==> src/rtl/ttl_74193_ctrl.sv <==
// Sequencer for a cascaded chain of 74193-style up/down counters.
// Emits registered CPU/CPD/PL_bar/MR strobes and keeps a shadow copy of the count.
//
// state      | meaning
// IDLE       | sampling requests (ignored while MR_OUT still high)
// LOAD_LO    | PL_bar_OUT held low for PULSE_LO cycles
// CNT_LO     | CPU_OUT or CPD_OUT held low for PULSE_LO cycles
// HOLD_HI    | all strobes high for SETTLE cycles, ripple into upper chip settles
// POST_RST   | extra MR_OUT cycle after MR drops
module ttl_74193_ctrl #(
  parameter int WIDTH    = 8,
  parameter int PULSE_LO = 1,
  parameter int SETTLE   = 1
) (
  input  logic             CP,
  input  logic             MR,
  input  logic             REQ_LD,
  input  logic             REQ_UP,
  input  logic             REQ_DN,
  input  logic [WIDTH-1:0] LD_DATA,
  output logic             ACK,
  output logic             BUSY,
  output logic             CPU_OUT,
  output logic             CPD_OUT,
  output logic             PL_bar_OUT,
  output logic             MR_OUT,
  output logic [WIDTH-1:0] D_OUT,
  output logic [WIDTH-1:0] Q_SHADOW,
  output logic             TC_UP,
  output logic             TC_DN
);

  localparam logic [2:0] S_IDLE     = 3'd0;
  localparam logic [2:0] S_LOAD_LO  = 3'd1;
  localparam logic [2:0] S_CNT_LO   = 3'd2;
  localparam logic [2:0] S_HOLD_HI  = 3'd3;
  localparam logic [2:0] S_POST_RST = 3'd4;

  // Timers count down to zero; the terminal count ends the phase.
  localparam logic [3:0] LO_START = 4'(PULSE_LO - 1);
  localparam logic [3:0] HI_START = 4'(SETTLE - 1);

  logic [2:0]       state_q, state_d;
  logic [3:0]       timer_q, timer_d;
  logic             ack_q, ack_d;
  logic             busy_q, busy_d;
  logic             cpu_q, cpu_d;
  logic             cpd_q, cpd_d;
  logic             pl_q, pl_d;
  logic             mr_out_q, mr_out_d;
  logic [WIDTH-1:0] d_q, d_d;
  logic [WIDTH-1:0] shadow_q, shadow_d;

  always_comb begin
    state_d  = state_q;
    timer_d  = timer_q;
    ack_d    = 1'b0;
    cpu_d    = cpu_q;
    cpd_d    = cpd_q;
    pl_d     = pl_q;
    mr_out_d = mr_out_q;
    d_d      = d_q;
    shadow_d = shadow_q;
    case (state_q)
      S_IDLE: begin
        if (mr_out_q) begin
          state_d = S_POST_RST;
        end else if (REQ_LD) begin
          ack_d   = 1'b1;
          d_d     = LD_DATA;
          pl_d    = 1'b0;
          timer_d = LO_START;
          state_d = S_LOAD_LO;
        end else if (REQ_UP ^ REQ_DN) begin
          ack_d   = 1'b1;
          cpu_d   = ~REQ_UP;
          cpd_d   = ~REQ_DN;
          timer_d = LO_START;
          state_d = S_CNT_LO;
        end else if (REQ_UP && REQ_DN) begin
          ack_d = 1'b1;
        end
      end
      S_LOAD_LO: begin
        if (timer_q == 4'd0) begin
          pl_d     = 1'b1;
          shadow_d = d_q;
          timer_d  = HI_START;
          state_d  = S_HOLD_HI;
        end else begin
          timer_d = timer_q - 4'd1;
        end
      end
      S_CNT_LO: begin
        if (timer_q == 4'd0) begin
          cpu_d    = 1'b1;
          cpd_d    = 1'b1;
          // The low strobe tells which direction is being counted.
          shadow_d = cpu_q ? shadow_q - WIDTH'(1) : shadow_q + WIDTH'(1);
          timer_d  = HI_START;
          state_d  = S_HOLD_HI;
        end else begin
          timer_d = timer_q - 4'd1;
        end
      end
      S_HOLD_HI: begin
        if (timer_q == 4'd0) begin
          state_d = S_IDLE;
        end else begin
          timer_d = timer_q - 4'd1;
        end
      end
      S_POST_RST: begin
        mr_out_d = 1'b0;
        state_d  = S_IDLE;
      end
      default: state_d = S_IDLE;
    endcase
    busy_d = (state_d != S_IDLE);
  end

  always_ff @(posedge CP) begin
    if (MR) begin
      state_q  <= S_IDLE;
      timer_q  <= 4'd0;
      ack_q    <= 1'b0;
      busy_q   <= 1'b0;
      cpu_q    <= 1'b1;
      cpd_q    <= 1'b1;
      pl_q     <= 1'b1;
      mr_out_q <= 1'b1;
      d_q      <= '0;
      shadow_q <= '0;
    end else begin
      state_q  <= state_d;
      timer_q  <= timer_d;
      ack_q    <= ack_d;
      busy_q   <= busy_d;
      cpu_q    <= cpu_d;
      cpd_q    <= cpd_d;
      pl_q     <= pl_d;
      mr_out_q <= mr_out_d;
      d_q      <= d_d;
      shadow_q <= shadow_d;
    end
  end

  assign ACK        = ack_q;
  assign BUSY       = busy_q;
  assign CPU_OUT    = cpu_q;
  assign CPD_OUT    = cpd_q;
  assign PL_bar_OUT = pl_q;
  assign MR_OUT     = mr_out_q;
  assign D_OUT      = d_q;
  assign Q_SHADOW   = shadow_q;
  assign TC_UP      = &shadow_q;
  assign TC_DN      = ~|shadow_q;

endmodule

==> config.mk <==
export PLATFORM = sky130hd
export DESIGN_NAME = ttl_74193_ctrl
export DESIGN_NICKNAME = d
export VERILOG_FILES = /design/src/rtl/ttl_74193_ctrl.sv
export SDC_FILE = /design/constraint.sdc
export NUM_CORES = 1
export LEC_CHECK = 0
export BUFFER_PORTS_ARGS = -buffer_cell sky130_fd_sc_hd__buf_2
export CAP_MARGIN = 10
export CELL_PAD_IN_SITES_DETAIL_PLACEMENT = 1
export CELL_PAD_IN_SITES_GLOBAL_PLACEMENT = 1
export CORE_MARGIN = 8
export CORE_UTILIZATION = 39
export CTS_CLUSTER_SIZE = 25
export DETAILED_ROUTE_END_ITERATION = 7
export MAX_ROUTING_LAYER = met4
export PLACE_DENSITY_LB_ADDON = 0.1
export SLEW_MARGIN = 10
export SYNTH_ARGS = -nofsm -noshare
export SYNTH_HDL_FRONTEND = slang
export SYNTH_SLANG_ARGS = --single-unit
==> constraint.sdc <==
create_clock -name CP -period 2.6 [get_ports CP]
set_input_delay 0 -clock CP [delete_from_list [all_inputs] [get_ports CP]]
set_output_delay 0 -clock CP [all_outputs]
set_load 0.01 [all_outputs]
==> results of run 1 <==
placed cells by master (no fill, tap or decap), drive strengths merged, types with 2 or more instances in the layout:
cell type | netlist | final
a2111o | 2 | 2
a211oi | 7 | 7
a21o | 2 | 2
a21oi | 21 | 21
a2bb2oi | 3 | 3
a31oi | 4 | 4
and3 | 2 | 2
buf | 2 | 39
clkbuf | 9 | 6
clkinv | 0 | 2
dfxtp | 29 | 29
dlygate4sd3 | 0 | 7
ha | 9 | 9
inv | 10 | 10
nand2 | 33 | 33
nand3 | 5 | 5
nand3b | 2 | 2
nand4 | 3 | 3
nor2 | 15 | 15
nor2b | 3 | 3
nor3 | 5 | 5
nor3b | 4 | 4
o211ai | 4 | 4
o21ai | 7 | 7
or2 | 2 | 2
or3 | 3 | 3
or3b | 2 | 2
or4 | 3 | 3
xnor2 | 3 | 3
report_power, final:
group / internal, mW / leakage, nW / total (mW) / switching [mW]
Clock: 0.185 / 0.0450 / 0.363 / 0.178
Sequential: 0.526 / 0.236 / 0.655 / 0.128
Combinational: 0.354 / 0.558 / 0.871 / 0.517
sequential cells by signal, indices dropped and copies added (netlist names):
register / flops
D_OUT: 8
PL_bar_OUT: 1
CPD_OUT: 1
CPU_OUT: 1
timer_q: 4
Q_SHADOW: 8
ACK: 1
MR_OUT: 1
BUSY: 1
state_q: 3
worst max-delay path: cells and delay by family, from the launching register on:
| kind | cells | cell delay, ns |
|---|---|---|
| fa+ha+maj | 1 | 0.32 |
| mux | 1 | 0.39 |
| flops | 1 | 0.60 |
| compound gates | 4 | 0.99 |
cells by family after synthesis:
kind of cell    count (synthesis)
compound gates                 56
xor+xnor                        4
fa+ha+maj                      10
buf+inv                        21
flops                          29
mux                             1
simple gates                   86
timing repair:
action | 4_1_cts | 5_1_grt
hold endpoints to repair | 7 | 0
resized for setup | 0 | 0
hold buffers | 7 | 0
through the flow:
step,util [%],cells,hold slack (ns)
finish,50.1,300,0.00323
global route,50.1,300,0.0220
CTS,50.1,300,0.00136
detailed placement,46.3,285,0.249
global placement,46.3,285,0.240
floorplan,-,207,0.136
cell type report:
| type | instances | area (um2) | area share [%] |
|---|---|---|---|
| Sequential cell | 29 | 581 | 29.0 |
| Clock buffer | 6 | 72.6 | 3.62 |
| Tap cell | 50 | 62.6 | 3.12 |
| Inverter | 10 | 37.5 | 1.87 |
| Clock inverter | 2 | 10.0 | 0.499 |
| Timing Repair Buffer | 46 | 273 | 13.6 |
| Multi-Input combinational cell | 157 | 968 | 48.3 |
cell usage after synthesis, drive strengths merged, types with 2 or more instances:
cell type | count | area, um2
or4 | 3 | 22.5
inv | 10 | 37.5
nand2 | 33 | 124
nor3 | 5 | 25.0
nand3b | 2 | 15.0
nor2b | 3 | 18.8
nand3 | 5 | 25.0
and3 | 2 | 12.5
a21oi | 21 | 105
nor2 | 15 | 56.3
nor3b | 4 | 30.0
a2111o | 2 | 22.5
o211ai | 4 | 35.0
o21ai | 7 | 35.0
a2bb2oi | 3 | 26.3
a211oi | 7 | 52.6
a21o | 2 | 15.0
buf | 2 | 10.0
ha | 9 | 113
or2 | 2 | 12.5
a31oi | 4 | 25.0
clkbuf | 9 | 33.8
or3b | 2 | 17.5
nand4 | 3 | 18.8
dfxtp | 29 | 581
or3 | 3 | 18.8
xnor2 | 3 | 26.3
metal layers:
metal / track usage, % / routed length, um / part of all wire [%]
met5: - / 0 / 0
met4: 4.82 / 47 / 0.95
met3: 5.02 / 312 / 6.3
met2: 26.9 / 2360 / 48
met1: 19.3 / 2210 / 45
how the worst max path moves through the flow:
stage	start	end	slack, ns	cells after the start
6_report	CPU_OUT$_SDFFE_PP1P_	Q_SHADOW[7]$_SDFFE_PP0P_	0.23	6
5_1_grt	CPU_OUT$_SDFFE_PP1P_	Q_SHADOW[7]$_SDFFE_PP0P_	0.005	6
4_1_cts	CPU_OUT$_SDFFE_PP1P_	Q_SHADOW[7]$_SDFFE_PP0P_	0.20	6
3_5_place_dp	CPU_OUT$_SDFFE_PP1P_	Q_SHADOW[7]$_SDFFE_PP0P_	0.22	6
3_3_place_gp	CPU_OUT$_SDFFE_PP1P_	Q_SHADOW[7]$_SDFFE_PP0P_	0.35	6
2_1_floorplan	timer_q[0]$_SDFFE_PP0P_	Q_SHADOW[6]$_SDFFE_PP0P_	0.40	9
==> run summary, run 1 <==
The flow ran to the end, and the final reports show no timing, DRC or antenna violations. The worst endpoint data arrival time came out at between 2 and 3 ns. The total wire length after detailed routing came out at 4930 um. The final critical delay including setup and external delays came out at ~2.4 ns. The region available for standard cell placement spans 4000 um2. The number of iterations in the first detailed-routing pass came out at 4. The top-level I/O count came out at 37. The count of port buffers added during placement is 36. The area share of and/or/nand/nor cells after synthesis is a little over a quarter.

The number of failing setup endpoints in the final timing report came out at 0. The static leakage came out at 0.839 nW. The die covers roughly 6500 um2. For this run, the leading register cell type out of synthesis is sky130_fd_sc_hd__dfxtp_1. The worst register-to-register path ends at Q_SHADOW[7]$_SDFFE_PP0P_. The starting utilization of the core area came out at 40.8%. Timing analysis after detailed placement gives a worst setup slack of approximately 0.22 ns. CTS built an H-tree with a depth of 2. The worst slew margin relative to its limit came out at between 60% and 70%. The post-detailed-route via-to-cell ratio is 5.65. The distinct cell type count after synthesis came out at about 40. The area share of fa/ha/maj cells after synthesis came out at under 10%. The number of cells traversed by the worst register-to-register path came out at 6.

The clock transition at the register clock pins on the worst setup and hold paths after CTS came out at approximately 0.07 ns. The final critical-path setup slack is around 0.23 ns. Power spread over the standard cell area amounts to around 940 nW/um2.

The overall power came out at roughly 1.9 mW. The startpoint identified for the worst register-to-register timing path is CPU_OUT$_SDFFE_PP1P_. The final cycle utilization of the critical path is 91.2%.

The clock sink count is 29. In this run the clock root is driven by a sky130_fd_sc_hd__clkbuf_8. In this run the remaining antenna-violating nets after routing total 0.

The horizontal die dimension is roughly 81 um. Setup repair after global routing left no endpoint under its margin. The worst hold path begins at LD_DATA[3].

Dividing the detail-routed wire length by the instance count gives 16.4 um. The global placer's final weighted congestion came out at approximately 0.86. The post-route standard cell area excluding fillers is 2000 um2. The layout cell share with drive strength beyond 1 is approximately a fifth. Synthesis inferred 29 register bits. The number of CTS-inserted buffers came out at 5. The number of enable flip-flop cells after synthesis is 0. The initial antenna violation count is 0. The share of synthesized area spent on multiplexers is less than 1%. The antenna diode instance count came out at 0.

The kind of critical path is reg -> reg. The number of core rows came out at 23. The share of the synthesized area in compound gates (AO/OA/AOI/OAI) is ~22%.

The count of cells along the worst hold path is 3. Once placement finished, the instance area stood at approximately 1900 um2. STA classifies the critical path startpoint as a flip-flop.

Synthesis produced 207 cells. In this run the worst hold path is classified as in -> reg. The number of DRC violations after detailed routing is 0.

The final setup TNS is 0 ns. The peak per-stage delay on the critical path came out at 0.60 ns. The per-instance average area after synthesis came out at around 7.9 um2. The net count after synthesis came out at 230. The required time at the endpoint of the critical path is 2.81 ns.

The max-cap violation count came out at 0. The placed wire-length estimate after detailed placement came out at 3660 um. Buffers added to address setup during post-CTS repair amount to 0. The part of the Yosys area used for sequential elements came out at between 30 and 40%.

The number of global-route vias before repair is roughly 1800. The area share of xor/xnor cells in the synthesized design came out at about 2.1%. The DRC violation total after the first TritonRoute iteration is 105. The die height is slightly above 80 um. Fill cells in the final layout number 511. STA classifies the critical path endpoint as a flip-flop. The overall global routing resource usage is between 15 and 20%. The proportion of register bits with asynchronous set or reset after synthesis came out at 0%. The final hold violation count came to 0. The dominant combinational cell family by area after synthesis is simple AND/OR/NAND/NOR gates.

The wire length of the first global-routing pass is between 8000 and 9000 um. The latest clock arrival within the worst-skew pair came out at between 0.2 and 0.3 ns. The remaining global-route overflow came out at 0. The via total after detailed routing came out at 1695. The end point of the worst hold path is D_OUT[3]$_SDFFE_PP0P_. The CTS tree is done.

The worst-margin pin slew came out at 0.526 ns. The worst clock skew on the final layout is between 0.005 and 0.006 ns. The Yosys warning count came out at 0. The peak ir drop on the vdd network came out at about 0.3 mV. After the last flow step, the layout net total stands at 272. The max-slew violation count came out at 0. The largest fanout of any net on the critical path is 12. The top achievable clock speed came out at 0.422 GHz. The cell area after synthesis is around 1600 um2. The reg-to-reg setup timing slack is roughly 0.23 ns.

The largest net degree at the start of global routing came out at 28. Compared with the post-synthesis result, the final layout area differs by 22.9%. The critical path goes through ha_1, o211ai_1, o21ai_0, mux2_2, a2111o_1, a31oi_1.

The clock passes through at most 2 buffers. The cell type of the slowest stage on the worst timing path is sky130_fd_sc_hd__dfxtp_1.
Note: power is estimated with default switching activity, not from simulation.
==> run 2, diff against run 1 <==
--- a/config.mk
+++ b/config.mk
@@ -13,9 +13,11 @@
 export CORE_UTILIZATION = 39
 export CTS_CLUSTER_SIZE = 25
 export DETAILED_ROUTE_END_ITERATION = 7
+export HOLD_SLACK_MARGIN = 0.15
 export MAX_ROUTING_LAYER = met4
 export PLACE_DENSITY_LB_ADDON = 0.1
 export SLEW_MARGIN = 10
 export SYNTH_ARGS = -nofsm -noshare
 export SYNTH_HDL_FRONTEND = slang
 export SYNTH_SLANG_ARGS = --single-unit
+export TNS_END_PERCENT = 10
==> run 2 against run 1 <==
Compared with the run above:
- largest power group unchanged
- non-clock buffer count increased by 4
- design area increased by 2.1%
- wire length increased by 0.16%
- power increased by 0.22%
==> run summary, run 2 (synthesis gave the netlist of run 1 again) <==
The kind of critical path is reg -> reg (unchanged). The met2 routed wirelength is 2340 um (was 2360 um). The end point of the worst hold path is timer_q[1]$_SDFFE_PP0P_ (was D_OUT[3]$_SDFFE_PP0P_). The antenna diode instance count is 0 (unchanged).

The worst clock skew on the final layout is 0.00603 ns (was 0.00589 ns). The count of filler cells inserted in the layout came out at 508 (was 511). The endpoint type of the worst setup path is a flip-flop (unchanged). The wire length of the first global-routing pass came out at 8540 um (was 8440 um). The worst reg2reg path startpoint is timer_q[0]$_SDFFE_PP0P_ (was CPU_OUT$_SDFFE_PP1P_). The max-cap violation count is 0 (unchanged). The sequential cell area is 582 um2 (was 581 um2). The area of the multi-input gates is 968 um2 (unchanged). The overall power came out at 1.89 mW (about the same). The starting utilization of the core area is 40.8% (unchanged). The fraction of the core area covered by cells at the end of the flow was 51.1% (was 50.1%). Cell chain of the critical path: inv_1, ha_1, or3b_1, or3_1, or4_1, o211ai_2, nor3_1 (was ha_1, o211ai_1, o21ai_0, mux2_2, a2111o_1, a31oi_1). The number of global-route vias before repair was 1824 (was 1808).

The routed length on met3 came to 314 um (was 312 um). The remaining global-route overflow is 0 (unchanged). The number of core rows came to 23 (unchanged).

The destination of the worst register-to-register timing path was Q_SHADOW[6]$_SDFFE_PP0P_ (was Q_SHADOW[7]$_SDFFE_PP0P_). The top achievable clock speed came out at 0.442 GHz (was 0.422 GHz). The number of cells traversed by the worst register-to-register path came to 7 (was 6). The power per standard cell area is 925 nW/um2 (was 942 nW/um2). The worst endpoint data arrival time is 2.41 ns (was 2.58 ns). The number of nets with antenna violations after detailed routing is 0 (unchanged). The family with the most delay on the worst path was simple AND/OR/NAND/NOR gates (was compound AO/OA/AOI/OAI gates). Outcome: completed (unchanged).

The layout cell share with drive strength beyond 1 came to 20.1% (was 20.0%). The number of failing setup endpoints in the final timing report came out at 0 (unchanged). The floorplan die area is 6510 um2 (unchanged). The peak ir drop on the vdd network is 0.301 mV (was 0.302 mV). The horizontal die dimension came out at 80.7 um (unchanged).

The instance area after placement came out at 1850 um2 (unchanged). The post-synthesis to final-layout area growth was 25.5% (was 22.9%). The placed wire-length estimate after detailed placement came out at 3660 um (unchanged).

The clock sink count came out at 29 (unchanged). The post-route standard cell area excluding fillers came to 2050 um2 (was 2000 um2). The net count reported at finish came out at 276 (was 272). The final hold violation count is 0 (unchanged). The post-detailed-route via-to-cell ratio is 5.63 (was 5.65).

The startpoint type of the worst setup path is a flip-flop (unchanged). The leading cell type in the layout, fill and taps excluded is sky130_fd_sc_hd__buf_2 (unchanged). The DRC violation total after the first TritonRoute iteration is 121 (was 105). The core footprint was 4000 um2 (unchanged).

RSZ-0062 raised after global routing: no (unchanged). The global placer's final weighted congestion is 0.865 (unchanged). The initial antenna violation count is 0 (unchanged). The count of cells along the worst hold path is 2 (was 3). The count of buffer and inverter cells on the critical path came out at 1 (was 0). The max-slew violation count is 0 (unchanged). The highest signal layer in the routed design is met4 (unchanged).

The total routed wire length on the met1 layer is 2230 um (was 2210 um). The static leakage came out at 0.855 nW (was 0.839 nW). The final cycle utilization of the critical path came out at 87.0% (was 91.2%). Most frequent cells in the layout: sky130_fd_sc_hd__buf_2, sky130_fd_sc_hd__nand2_1, sky130_fd_sc_hd__dfxtp_1 (unchanged). The top-level I/O count is 37 (unchanged). The number of CTS-inserted buffers is 5 (unchanged). The worst slew margin relative to its limit is 64.5% (was 65.0%).

The latest clock arrival within the worst-skew pair is 0.28 ns (about the same). The CTS tree was done (unchanged). The largest net degree at the start of global routing came out at 28 (unchanged). The clock root buffer master is sky130_fd_sc_hd__clkbuf_8 (unchanged).

The reg-to-reg setup timing slack is 0.34 ns (was 0.23 ns). The final critical delay including setup and external delays came to 2.26 ns (was 2.37 ns). The count of port buffers added during placement was 36 (unchanged).

The path type of the worst min-delay path is in -> reg (unchanged). The via total after detailed routing was 1711 (was 1695). The number of iterations in the first detailed-routing pass came out at 5 (was 4). The total wire length after detailed routing is 4940 um (was 4930 um). The worst-margin pin slew is 0.533 ns (was 0.526 ns). The peak per-stage delay on the critical path is 0.49 ns (was 0.60 ns). The die height was 80.7 um (unchanged).

The required time at the endpoint of the critical path is 2.75 ns (was 2.81 ns). The number of H-tree levels is 2 (unchanged). The start point of the worst min-delay path is MR (was LD_DATA[3]). The largest fanout of any net on the critical path came to 8 (was 12). The clock transition at the register clock pins on the worst setup and hold paths after CTS came out at 0.07 ns (about the same). The number of DRC violations after detailed routing came out at 0 (unchanged). The average routed wire per standard cell was 16.2 um (was 16.4 um). The overall global routing resource usage came out at 16.8% (was 16.6%).

The number of buffers on the longest clock path came to 2 (unchanged). The final setup TNS is 0 ns (unchanged). The worst-case hold slack is 0.180 ns (was 0.00323 ns). The cell type of the slowest stage on the worst timing path is sky130_fd_sc_hd__or3_1 (was sky130_fd_sc_hd__dfxtp_1).
run 2: cell types whose count changed in the layout (fill, tap and decap cells not counted), sizes merged:
cell / previous run / this run
dlygate4sd3: 7 / 11
run 2: layer usage:
| metal | up-vias | GRT usage, % |
|---|---|---|
| met4 | 0 | 4.82 |
| met1 | 829 | 19.5 |
| li1 | 835 | - |
| met5 | - | - |
| met3 | 6 | 5.02 |
| met2 | 41 | 27.3 |
run 2: stage by stage:
step                      setup WS, ns  std cells
after floorplan                  0.400        207
after global placement           0.351        285
after detailed placement         0.222        285
after CTS                        0.202        304
after global routing             0.188        304
final                            0.338        304
run 2: cell type report:
cell class                 count  area share [%]
clock buffer                   6            3.55
clock inverter                 2           0.489
timing repair buffer          50            15.3
multi-input combinational    157            47.3
sequential                    29            28.4
inverter                      10            1.83
tap                           50            3.06
run 2: repair_timing:
action / in CTS / in global routing
endpoints found under the setup margin: 0 / 1
hold buffers: 11 / 0
gates resized for setup: 0 / 1
setup buffers: 0 / 0
endpoints found under the hold margin: 11 / 0
run 2: worst max path at each step:
| stage | from | to | slack [ns] | cells after the start |
|---|---|---|---|---|
| 2_1_floorplan | timer_q[0]$_SDFFE_PP0P_ | Q_SHADOW[6]$_SDFFE_PP0P_ | 0.40 | 9 |
| 3_5_place_dp | CPU_OUT$_SDFFE_PP1P_ | Q_SHADOW[7]$_SDFFE_PP0P_ | 0.22 | 6 |
| 5_1_grt | timer_q[0]$_SDFFE_PP0P_ | Q_SHADOW[6]$_SDFFE_PP0P_ | 0.19 | 7 |
| 3_3_place_gp | CPU_OUT$_SDFFE_PP1P_ | Q_SHADOW[7]$_SDFFE_PP0P_ | 0.35 | 6 |
| 4_1_cts | CPU_OUT$_SDFFE_PP1P_ | Q_SHADOW[7]$_SDFFE_PP0P_ | 0.20 | 6 |
| 6_report | timer_q[0]$_SDFFE_PP0P_ | Q_SHADOW[6]$_SDFFE_PP0P_ | 0.34 | 7 |
run 2: power breakdown:
part           internal (mW)  switching, mW
combinational          0.358          0.519
sequential             0.527          0.127
clock                  0.185          0.177
total                   1.07          0.823
==> run 3, diff against run 2 <==
--- a/config.mk
+++ b/config.mk
@@ -5,17 +5,18 @@
 export SDC_FILE = /design/constraint.sdc
 export NUM_CORES = 1
 export LEC_CHECK = 0
+export ABC_AREA = 1
 export BUFFER_PORTS_ARGS = -buffer_cell sky130_fd_sc_hd__buf_2
 export CAP_MARGIN = 10
 export CELL_PAD_IN_SITES_DETAIL_PLACEMENT = 1
 export CELL_PAD_IN_SITES_GLOBAL_PLACEMENT = 1
 export CORE_MARGIN = 8
-export CORE_UTILIZATION = 39
+export CORE_UTILIZATION = 38
 export CTS_CLUSTER_SIZE = 25
 export DETAILED_ROUTE_END_ITERATION = 7
 export HOLD_SLACK_MARGIN = 0.15
 export MAX_ROUTING_LAYER = met4
-export PLACE_DENSITY_LB_ADDON = 0.1
+export PLACE_DENSITY = 0.8
 export SLEW_MARGIN = 10
 export SYNTH_ARGS = -nofsm -noshare
 export SYNTH_HDL_FRONTEND = slang
==> constraint.sdc (replaced) <==
create_clock -name CP -period 2.33 [get_ports CP]
set_input_delay 0 -clock CP [delete_from_list [all_inputs] [get_ports CP]]
set_output_delay 0 -clock CP [all_outputs]
set_load 0.01 [all_outputs]
==> run 3 against run 2 <==
Compared with the run above:
- via count rose by 2.9%
- critical path depth up 4
- clock power grew 56%
- register-to-register slack better by 0.09 ns
- wire length increased by 4.9%
- non-clock buffer count decreased by 1
- clock skew is 0.00094 ns higher
- synthesized cell count grew 19%
- hold slack improved by 0.30 ns
- flip-flop and latch count unchanged
- fmax increased by 19%
- die area grew 6.4%
- largest power group unchanged
==> run summary, run 3 <==
The worst reg2reg path startpoint is CPU_OUT$_SDFFE_PP1P_ (was timer_q[0]$_SDFFE_PP0P_). The number of synthesized register bits is 29 (unchanged). The starting utilization of the core area came out at 39.4% (was 40.8%).

The final critical-path setup slack came out at 0.432 ns (was 0.338 ns). The final setup TNS is 0 ns (unchanged). The instance area after placement is 1930 um2 (was 1850 um2). The initial antenna violation count was 0 (unchanged). The number of DRC violations after detailed routing is 0 (unchanged). The part of the Yosys area used for sequential elements came out at 33.8% (was 35.6%). The post-route standard cell area excluding fillers came out at 2180 um2 (was 2050 um2). The start point of the worst min-delay path is timer_q[0]$_SDFFE_PP0P_ (was MR). The count of port buffers added during placement was 36 (unchanged). The overall power is 3.14 mW (was 1.89 mW). The buffer count from post-CTS setup fixing was 0 (unchanged).

The CTS tree is done (unchanged). The fraction of the core area covered by cells at the end of the flow is 50.0% (was 51.1%). The area share of fa/ha/maj cells after synthesis came out at 7.73% (was 8.14%). The cell taking the most area after synthesis was sky130_fd_sc_hd__dfxtp_1 (unchanged). The remaining global-route overflow came out at 0 (unchanged). The wire length of the first global-routing pass came out at 9000 um (was 8540 um). The synthesized instance count is 246 (was 207).

The total wire length after detailed routing was 5180 um (was 4940 um). The endpoint type of the worst setup path is a flip-flop (unchanged). The post-synthesis to final-layout area growth came out at 26.8% (was 25.5%). The worst slew margin relative to its limit came out at 62.9% (was 64.5%). The share of synthesized area spent on multiplexers came out at 0% (was 0.691%).

The family with the most delay on the worst path is flip-flops (was simple AND/OR/NAND/NOR gates). The required time at the endpoint of the critical path came out at 2.55 ns (was 2.75 ns). The number of enable flip-flop cells after synthesis is 0 (unchanged). The number of iterations in the first detailed-routing pass came out at 4 (was 5). The destination of the worst register-to-register timing path is Q_SHADOW[6]$_SDFFE_PP0P_ (unchanged).

The max-cap violation count is 0 (unchanged). The worst-case hold slack is 0.475 ns (was 0.180 ns). The number of failing setup endpoints in the final timing report was 0 (unchanged). The cell area after synthesis came out at 1720 um2 (was 1630 um2). Outcome: completed (unchanged). The peak per-stage delay on the critical path is 0.59 ns (was 0.49 ns). The count of buffer and inverter cells on the critical path is 2 (was 1). The number of CTS-inserted buffers is 5 (unchanged). The worst clock skew on the final layout came out at 0.00697 ns (was 0.00603 ns). The horizontal die dimension is 83.2 um (was 80.7 um).

The overall global routing resource usage came out at 15.8% (was 16.8%). The max-slew violation count came out at 0 (unchanged). The static leakage came out at 1.05 nW (was 0.855 nW).

The quantity of gates resized following cts came out at 0 (unchanged). The core footprint came out at 4350 um2 (was 4000 um2). The startpoint type of the worst setup path is a flip-flop (unchanged). The placed cell count is 328 (was 285). The die height was 83.2 um (was 80.7 um). The share of the synthesized area in the top cell type is 33.8% (was 35.6%). The count of cells along the worst hold path came out at 2 (unchanged).

The most frequent cell after synthesis is sky130_fd_sc_hd__nand2_1 (unchanged). The top-level I/O count came out at 37 (unchanged). The area share of and/or/nand/nor cells after synthesis came to 30.7% (was 26.0%). The placed wire-length estimate after detailed placement is 3770 um (was 3660 um). Synth top cells by count: sky130_fd_sc_hd__nand2_1, sky130_fd_sc_hd__dfxtp_1, sky130_fd_sc_hd__inv_1 (was sky130_fd_sc_hd__nand2_1, sky130_fd_sc_hd__dfxtp_1, sky130_fd_sc_hd__a21oi_1). The antenna diode instance count came to 0 (unchanged). The via total after detailed routing is 1761 (was 1711). The worst-margin pin slew is 0.555 ns (was 0.533 ns). The net count after synthesis is 269 (was 230). The final cell count without fillers came out at 349 (was 304). The proportion of register bits with asynchronous set or reset after synthesis is 0% (unchanged). The net count reported at finish is 319 (was 276). The power per standard cell area is 1440 nW/um2 (was 925 nW/um2). The clock sink count is 29 (unchanged). The number of buffers on the longest clock path is 2 (unchanged). The end point of the worst hold path is timer_q[0]$_SDFFE_PP0P_ (was timer_q[1]$_SDFFE_PP0P_). Most frequent cells in the layout: sky130_fd_sc_hd__nand2_1, sky130_fd_sc_hd__buf_2, sky130_fd_sc_hd__dfxtp_1, sky130_fd_sc_hd__inv_1 (was sky130_fd_sc_hd__buf_2, sky130_fd_sc_hd__nand2_1, sky130_fd_sc_hd__dfxtp_1). The reg-to-reg setup timing slack was 0.43 ns (was 0.34 ns).

The peak ir drop on the vdd network came out at 0.583 mV (was 0.301 mV). The post-detailed-route via-to-cell ratio was 5.05 (was 5.63). The main flop type after synthesis is sky130_fd_sc_hd__dfxtp_1 (unchanged). The kind of critical path is reg -> reg (unchanged). The latest clock arrival within the worst-skew pair came out at 0.29 ns (was 0.28 ns). The global placer's final weighted congestion came out at 0.791 (was 0.865). Cell chain of the critical path: inv_1, fa_1, inv_1, nand2_1, nand2_1, nand3b_1, nand2_1, nand2_1, nand3_1, nand2_1, a21oi_1 (was inv_1, ha_1, or3b_1, or3_1, or4_1, o211ai_2, nor3_1).

The count of filler cells inserted in the layout is 571 (was 508). The leading cell type in the layout, fill and taps excluded is sky130_fd_sc_hd__nand2_1 (was sky130_fd_sc_hd__buf_2). The DRC violation total after the first TritonRoute iteration is 83 (was 121). The number of nets with antenna violations after detailed routing came out at 0 (unchanged). The number of cells traversed by the worst register-to-register path came out at 11 (was 7).

The average routed wire per standard cell came out at 14.8 um (was 16.2 um). RSZ-0062 raised after global routing: no (unchanged). The path type of the worst min-delay path was reg -> reg (was in -> reg). The floorplan die area came out at 6920 um2 (was 6510 um2). The Yosys warning count is 0 (unchanged). The layout cell share with drive strength beyond 1 was 22.6% (was 20.1%).

The share of the synthesized area in compound gates (AO/OA/AOI/OAI) came to 16.8% (was 22.4%). The number of H-tree levels is 2 (unchanged). The final critical delay including setup and external delays is 1.90 ns (was 2.26 ns).

The distinct cell type count after synthesis came out at 31 (was 41). The final cycle utilization of the critical path came to 81.5% (was 87.0%). The clock root buffer master is sky130_fd_sc_hd__clkbuf_8 (unchanged). The pre-CTS setup slack is 0.469 ns (was 0.222 ns).

The top achievable clock speed came out at 0.527 GHz (was 0.442 GHz). The area share of xor/xnor cells in the synthesized design came out at 1.53% (was 2.15%). Ranking of synthesized cells by area: sky130_fd_sc_hd__dfxtp_1, sky130_fd_sc_hd__nand2_1, sky130_fd_sc_hd__a21oi_1 (was sky130_fd_sc_hd__dfxtp_1, sky130_fd_sc_hd__nand2_1, sky130_fd_sc_hd__ha_1). The largest net degree at the start of global routing is 21 (was 28). The per-instance average area after synthesis came out at 6.97 um2 (was 7.88 um2). The clock transition at the register clock pins on the worst setup and hold paths after CTS is 0.07 ns (about the same).

The largest fanout of any net on the critical path came out at 10 (was 8). The worst endpoint data arrival time is 2.12 ns (was 2.41 ns). The cell type of the slowest stage on the worst timing path is sky130_fd_sc_hd__dfxtp_1 (was sky130_fd_sc_hd__or3_1). The dominant combinational cell family by area after synthesis is simple AND/OR/NAND/NOR gates (unchanged). The final hold violation count is 0 (unchanged). By instance count, the cell type seen most on the critical path is sky130_fd_sc_hd__nand2_1. The number of core rows came to 24 (was 23). The number of global-route vias before repair came out at 1912 (was 1824).
==> run 3: cell count changes after synthesis, moves of 4 or more <==
| cell | delta |
|---|---|
| sky130_fd_sc_hd__a211oi_1 | -6 |
| sky130_fd_sc_hd__a21oi_2 | +5 |
| sky130_fd_sc_hd__clkbuf_1 | -6 |
| sky130_fd_sc_hd__inv_1 | +19 |
| sky130_fd_sc_hd__nand2_1 | +21 |
| sky130_fd_sc_hd__nand3_1 | +9 |
| sky130_fd_sc_hd__nor2_1 | +8 |
| sky130_fd_sc_hd__nor3b_1 | -4 |
| sky130_fd_sc_hd__o21ai_0 | +11 |
==> run 3: layout make-up <==
type	instances	area, um2	area share (%)
Multi-Input combinational cell	178	973	44.7
Clock buffer	6	82.6	3.80
Tap cell	52	65.1	2.99
Inverter	33	126	5.81
Sequential cell	29	581	26.7
Clock inverter	2	37.5	1.73
Timing Repair Buffer	49	310	14.3
==> run 3: where the power goes <==
group	internal, mW	switching [mW]
combinational	0.682	1.06
clock	0.348	0.215
sequential	0.640	0.192
==> run 3: worst max-delay path by stage <==
stage                    startpoint                  endpoint  slack [ns]  cells after the start
2_1_floorplan  CPU_OUT$_SDFFE_PP1P_  Q_SHADOW[6]$_SDFFE_PP0P_        0.66                     10
3_3_place_gp   CPU_OUT$_SDFFE_PP1P_  Q_SHADOW[6]$_SDFFE_PP0P_        0.60                     11
3_5_place_dp   CPU_OUT$_SDFFE_PP1P_  Q_SHADOW[6]$_SDFFE_PP0P_        0.47                     11
4_1_cts        CPU_OUT$_SDFFE_PP1P_  Q_SHADOW[6]$_SDFFE_PP0P_        0.42                     11
5_1_grt        CPU_OUT$_SDFFE_PP1P_  Q_SHADOW[6]$_SDFFE_PP0P_        0.31                     11
6_report       CPU_OUT$_SDFFE_PP1P_  Q_SHADOW[6]$_SDFFE_PP0P_        0.43                     11
==> run 3: kinds of logic (layout without fill, tap and decap cells) <==
group,after synthesis,in the layout
AND/OR/NAND/NOR,113,113
adder cells (fa/ha/maj),10,10
flip-flops,29,29
XOR/XNOR,3,3
AO/OA/AOI/OAI,52,52
buffers and inverters,39,90
==> run 3: repair_timing <==
| item | in CTS | in global routing |
|---|---|---|
| endpoints found under the setup margin | 0 | 0 |
| hold buffers | 13 | 0 |
| endpoints found under the hold margin | 20 | 0 |
==> run 3: routing by layer <==
metal	global-route usage [%]	vias to the layer above	routed length [um]
met2	27.4	38	2530
met1	17.3	822	2380
met5	-	-	0
li1	-	895	-
met4	5.75	0	77
met3	3.42	6	182
==> run 3: tightest hold or removal path: cells and delay by family (launching register included) <==
| family | cells | cell delay (ns) |
|---|---|---|
| flops | 1 | 0.31 |
| simple gates | 1 | 0.08 |
| compound gates | 1 | 0.04 |
